$ cat src/rtl/clock_time_setter.sv
// rtl/clock_time_setter.sv - 24h clock with RUN/SET_H/SET_M edit FSM, seconds prescaler and debounce tick divider
module clock_time_setter #(
    parameter int CLK_HZ  = 31500000,
    parameter int DEB_DIV = 39375
) (
    input  logic       regular_clk,
    input  logic       reset,
    input  logic       mode_pulse,
    input  logic       inc_pulse,
    input  logic       dec_pulse,
    output logic       deb_tick,
    output logic       sec_tick,
    output logic [4:0] hours,
    output logic [5:0] minutes,
    output logic [5:0] seconds,
    output logic [1:0] set_mode,
    output logic       blink
);

    localparam int PRE_W = (CLK_HZ > 1) ? $clog2(CLK_HZ) : 1;
    localparam int DEB_W = (DEB_DIV > 1) ? $clog2(DEB_DIV) : 1;

    localparam logic [PRE_W-1:0] PRE_MAX  = PRE_W'(CLK_HZ - 1);
    localparam logic [PRE_W-1:0] PRE_HALF = PRE_W'(CLK_HZ / 2);
    localparam logic [DEB_W-1:0] DEB_MAX  = DEB_W'(DEB_DIV - 1);

    typedef enum logic [1:0] {
        ST_RUN   = 2'd0,
        ST_SET_H = 2'd1,
        ST_SET_M = 2'd2
    } state_e;

    state_e             state_q, state_d;
    logic [PRE_W-1:0]   pre_cnt_q, pre_cnt_d;
    logic [DEB_W-1:0]   deb_cnt_q, deb_cnt_d;
    logic [4:0]         hours_q, hours_d;
    logic [5:0]         minutes_q, minutes_d;
    logic [5:0]         seconds_q, seconds_d;
    logic               sec_tick_q, sec_tick_d;

    logic               in_run;
    logic               in_set_h;
    logic               in_set_m;
    logic               sec_evt;
    logic               run_tick;
    logic               edit_inc;
    logic               edit_dec;

    // Mode state register
    always_ff @(posedge regular_clk or negedge reset) begin
        if (!reset) begin
            state_q <= ST_RUN;
        end else begin
            state_q <= state_d;
        end
    end

    // Mode advances only on mode_pulse, cycling RUN -> SET_H -> SET_M -> RUN
    always_comb begin
        state_d = state_q;
        if (mode_pulse) begin
            case (state_q)
                ST_RUN:   state_d = ST_SET_H;
                ST_SET_H: state_d = ST_SET_M;
                ST_SET_M: state_d = ST_RUN;
                default:  state_d = ST_RUN;
            endcase
        end
    end

    // Mode decode and blank-enable for the field being edited
    always_comb begin
        in_run   = (state_q == ST_RUN);
        in_set_h = (state_q == ST_SET_H);
        in_set_m = (state_q == ST_SET_M);
        blink    = !in_run && (pre_cnt_q < PRE_HALF);
    end

    // A mode press wins over any edit in the same cycle; inc+dec together cancel
    assign edit_inc = inc_pulse & ~dec_pulse & ~mode_pulse;
    assign edit_dec = dec_pulse & ~inc_pulse & ~mode_pulse;

    assign sec_evt  = (pre_cnt_q == PRE_MAX);
    // Leaving RUN freezes time immediately, so a tick coinciding with mode_pulse is dropped
    assign run_tick = in_run && !mode_pulse && sec_evt;
    assign deb_tick = (deb_cnt_q == DEB_MAX);

    // Free-running dividers; the prescaler restarts when returning to RUN
    always_comb begin
        deb_cnt_d = (deb_cnt_q == DEB_MAX) ? '0 : deb_cnt_q + 1'b1;
        if (sec_evt || (in_set_m && mode_pulse)) begin
            pre_cnt_d = '0;
        end else begin
            pre_cnt_d = pre_cnt_q + 1'b1;
        end
    end

    // Timekeeping carry chain and field edits
    always_comb begin
        hours_d    = hours_q;
        minutes_d  = minutes_q;
        seconds_d  = seconds_q;
        sec_tick_d = 1'b0;
        if (in_run && mode_pulse) begin
            seconds_d = 6'd0;
        end else if (run_tick) begin
            sec_tick_d = 1'b1;
            if (seconds_q == 6'd59) begin
                seconds_d = 6'd0;
                if (minutes_q == 6'd59) begin
                    minutes_d = 6'd0;
                    hours_d   = (hours_q == 5'd23) ? 5'd0 : hours_q + 5'd1;
                end else begin
                    minutes_d = minutes_q + 6'd1;
                end
            end else begin
                seconds_d = seconds_q + 6'd1;
            end
        end else if (in_set_h) begin
            if (edit_inc) begin
                hours_d = (hours_q == 5'd23) ? 5'd0 : hours_q + 5'd1;
            end else if (edit_dec) begin
                hours_d = (hours_q == 5'd0) ? 5'd23 : hours_q - 5'd1;
            end
        end else if (in_set_m) begin
            if (edit_inc) begin
                minutes_d = (minutes_q == 6'd59) ? 6'd0 : minutes_q + 6'd1;
            end else if (edit_dec) begin
                minutes_d = (minutes_q == 6'd0) ? 6'd59 : minutes_q - 6'd1;
            end
        end
    end

    // Datapath registers
    always_ff @(posedge regular_clk or negedge reset) begin
        if (!reset) begin
            pre_cnt_q  <= '0;
            deb_cnt_q  <= '0;
            hours_q    <= 5'd0;
            minutes_q  <= 6'd0;
            seconds_q  <= 6'd0;
            sec_tick_q <= 1'b0;
        end else begin
            pre_cnt_q  <= pre_cnt_d;
            deb_cnt_q  <= deb_cnt_d;
            hours_q    <= hours_d;
            minutes_q  <= minutes_d;
            seconds_q  <= seconds_d;
            sec_tick_q <= sec_tick_d;
        end
    end

    assign hours    = hours_q;
    assign minutes  = minutes_q;
    assign seconds  = seconds_q;
    assign sec_tick = sec_tick_q;
    assign set_mode = state_q;

endmodule
$ cat config.mk
export PLATFORM = sky130hd
export DESIGN_NAME = clock_time_setter
export DESIGN_NICKNAME = d
export VERILOG_FILES = /design/src/rtl/clock_time_setter.sv
export SDC_FILE = /design/constraint.sdc
export NUM_CORES = 1
export LEC_CHECK = 0
export ABC_AREA = 1
export CORE_MARGIN = 8
export CORE_UTILIZATION = 40
export CTS_BUF_LIST = sky130_fd_sc_hd__clkbuf_16
export CTS_CLUSTER_DIAMETER = 100
export DETAILED_ROUTE_END_ITERATION = 16
export SLEW_MARGIN = 20
export SYNTH_ARGS = -nofsm -noshare
export SYNTH_HDL_FRONTEND = slang
export SYNTH_SLANG_ARGS = --single-unit
$ cat constraint.sdc
create_clock -name regular_clk -period 1.45 [get_ports regular_clk]
set_input_delay 0.29 -clock regular_clk [delete_from_list [all_inputs] [get_ports regular_clk]]
set_output_delay 0.29 -clock regular_clk [all_outputs]
set_load 0.01 [all_outputs]
==> impl_metrics.json <==
{
  "yosysWarnings": 0,
  "grt_max_degree": 38,
  "clock_sinks": 61,
  "syn_avg_cell_area_um2": 7.06,
  "rows": 36,
  "fillers": 755,
  "firstDrtPassIters": 4,
  "clockBufferDepth": 2,
  "cts_buffers": 9,
  "final_common_cell": "buf_4",
  "finalWorstSetupSlack_ns": -0.529,
  "dp.cells": 848,
  "wl_mm": 13.0,
  "holdWs_ns": 0.374,
  "num_vias": 4560,
  "setup_viol": 48,
  "seq_area_frac_synth_pct": 37.8,
  "fin_crit_ns": 1.98,
  "use_met3_pct": 3.05,
  "slew_headroom_pct": 80.4,
  "end_kind": "output port",
  "worstSetupPathDepth": 7,
  "fp.dieW_um": 117,
  "post-dp-hpwl_mm": 8.73,
  "htreeDepth": 3,
  "cp_max_fo": 2,
  "clock_latency_ns": 0.33,
  "first_iter_violations": 249,
  "cts_tree": "built",
  "port_buffers": 26,
  "cp_num_buf_inv": 2,
  "peakVddDrop_uv": 784,
  "rrSetupSlack_ns": -0.42,
  "ant_nets": 0,
  "crit_type": "reg2out",
  "antenna_found_initial": 0,
  "synth_area_um2": 4040,
  "slowest_stage": "dfrtp_1",
  "final_max_slew_viol_count": 0,
  "critPathLaunchType": "register",
  "max_freq_mhz": 505,
  "drive_gt1_share_pct": 41.2,
  "place_worst_setup_slack_ns": -0.550,
  "tightestPinTransition_ns": 0.291,
  "dieArea_um2": 13600,
  "grt_remaining_overflow": 0,
  "critPathMaxStageDelay_ns": 0.41,
  "timing.final.crit_share_pct": 137,
  "grt.busiest_layer": "met2",
  "drc": 0,
  "worstPathRequired_ns": 1.16,
  "power.density_nw_per_um2": 1180,
  "final_cells": 908,
  "synthCells": 572,
  "grtUsageMet1_pct": 23.1,
  "drv_cap": 0,
  "n_antenna_cell": 0,
  "netlist-cell-type-count": 39,
  "track_usage_pct": 19.7,
  "path_cells": "nor2_4 -> buf_6 -> a21oi_2 -> a31oi_1 -> nand3_2 -> nor2_4 -> buf_6",
  "leakage_nw": 3.21,
  "viasPerCell": 5.02,
  "area_delta_synth_final_pct": 65.0,
  "ctsRootBufferMaster": "clkbuf_16",
  "gp_congestion": 0.895,
  "detail_route.wl_per_cell_um": 14.4,
  "ios": 27,
  "critical_path.endpoint": "blink",
  "arrival_ns": 1.69,
  "rsz0062_at_grt": "true",
  "start_util_pct": 41.3,
  "final_cell_mix": "140 x buf_4, 113 x nand2_1, 60 x inv_1, 59 x dfrtp_1, 57 x nor2_1",
  "nets": 784,
  "status": "finished, violations left",
  "worstHoldPathType": "in2async",
  "r2r-start": "pre_cnt_q[20]",
  "fp.dieH_um": 117,
  "ys_seq_elements": 61,
  "crit_family": "simple AND/OR/NAND/NOR gates",
  "grt_util_met2_pct": 33.7,
  "finClkSkew_ns": 0.00683,
  "coreArea_um2": 9770,
  "r2r-end": "minutes[1]",
  "hold_viol_final": 0,
  "grt_pass1_vias": 4643,
  "synth_nets": 586,
  "violations": "negative setup slack",
  "clkTransAtPathRegs_ns": 0.06,
  "grt_pass1_wl_mm": 21.2,
  "crit_start": "pre_cnt_q[17]",
  "reg2reg_depth": 14
}
==> per-layer routing <==
layer  wire [µm]  share of wire [%]  vias to the layer above
met5           0                  0                        -
met4         402                3.1                        0
met3         484                3.7                       37
met2        6670                 51                      117
met1        5490                 42                     2147
li1            -                  -                     2259
==> report_power, final <==
group / leakage [nW] / internal, mW / switching (mW) / total, mW
combinational: 2.26 / 1.61 / 1.85 / 3.46
sequential: 0.808 / 1.96 / 0.231 / 2.19
clock: 0.147 / 1.34 / 0.866 / 2.20
total: 3.21 / 4.91 / 2.95 / 7.86
==> area by class of cell <==
cell class              count  area [µm²]  share of cell area (%)
clock buffers               9         225                    3.38
well taps                 133         166                    2.50
repair inverters            1        7.51                   0.113
clock inverters             7        73.8                    1.11
inverters                  76         295                    4.43
flip-flops and latches     61        1530                    22.9
multi-input cells         424        2690                    40.3
repair buffers            197        1680                    25.2
==> cells by family (layout without fill, tap and decap cells) <==
| family | count (synthesis) | in the layout | synth area share [%] |
|---|---|---|---|
| adders and majority gates | 9 | 9 | 2.79 |
| buffers and inverters | 87 | 290 | 8.52 |
| AOI/OAI and AO/OA | 50 | 50 | 6.75 |
| DFF | 61 | 61 | 37.8 |
| xor gates and xnor gates | 25 | 25 | 5.42 |
| and+or+nand+nor | 340 | 340 | 38.7 |
==> synth_stat cells, drive strengths merged <==
cell type | count | area (µm²)
nand2 | 141 | 552
o211ai | 1 | 7.51
buf | 7 | 43.8
nand3 | 54 | 293
inv | 76 | 285
xor2 | 19 | 166
a31oi | 1 | 6.26
a22o | 1 | 8.76
nand3b | 3 | 22.5
nor3 | 20 | 105
or2 | 4 | 25.0
a21boi | 2 | 15.0
o21ai | 25 | 129
a21oi | 17 | 85.1
nor4 | 4 | 25.0
nor2 | 89 | 379
ha | 9 | 113
nand4 | 24 | 156
o31ai | 1 | 7.51
clkbuf | 4 | 15.0
xnor2 | 6 | 52.6
o21bai | 1 | 7.51
dfrtp | 61 | 1530
nor3b | 1 | 7.51
o22ai | 1 | 6.26
==> worst min-delay path by stage <==
stage	from	to	slack [ns]	cells past startpoint
after global routing	reset	deb_cnt_q[6]	0.40	2
after detailed placement	reset	deb_cnt_q[6]	0.18	1
after floorplan	reset	deb_cnt_q[0]	-0.006	0
final	reset	deb_cnt_q[7]	0.37	2
after CTS	reset	deb_cnt_q[6]	0.37	2
after global placement	reset	deb_cnt_q[6]	0.18	1
==> metrics by stage <==
step / TNS (ns) / util, % / cell area [µm²] / power [mW]
global route: -18.06 / 68.2 / 6670 / 8.34
floorplan: -0.518 / - / 4080 / 3.94
finish: -13.40 / 68.2 / 6670 / 7.86
global placement: -11.56 / 55.3 / 5410 / 5.13
CTS: -12.35 / 65.3 / 6380 / 7.65
detailed placement: -12.19 / 55.3 / 5410 / 5.22
==> sequential cells by signal, summed over array words and instances (netlist names) <==
name       cells
hours          5
minutes        6
sec_tick       1
set_mode       2
seconds        6
deb_cnt_q     16
pre_cnt_q     25
==> timing repair <==
action                     4_1_cts  5_1_grt
buffers inserted                37       13
pin swaps                       48       30
hold endpoints to repair         9        0
hold buffers                     1        0
cloned                           2        0
resized for setup              138       76
setup endpoints to repair       69       63
Power figures use the tool's default switching activity.
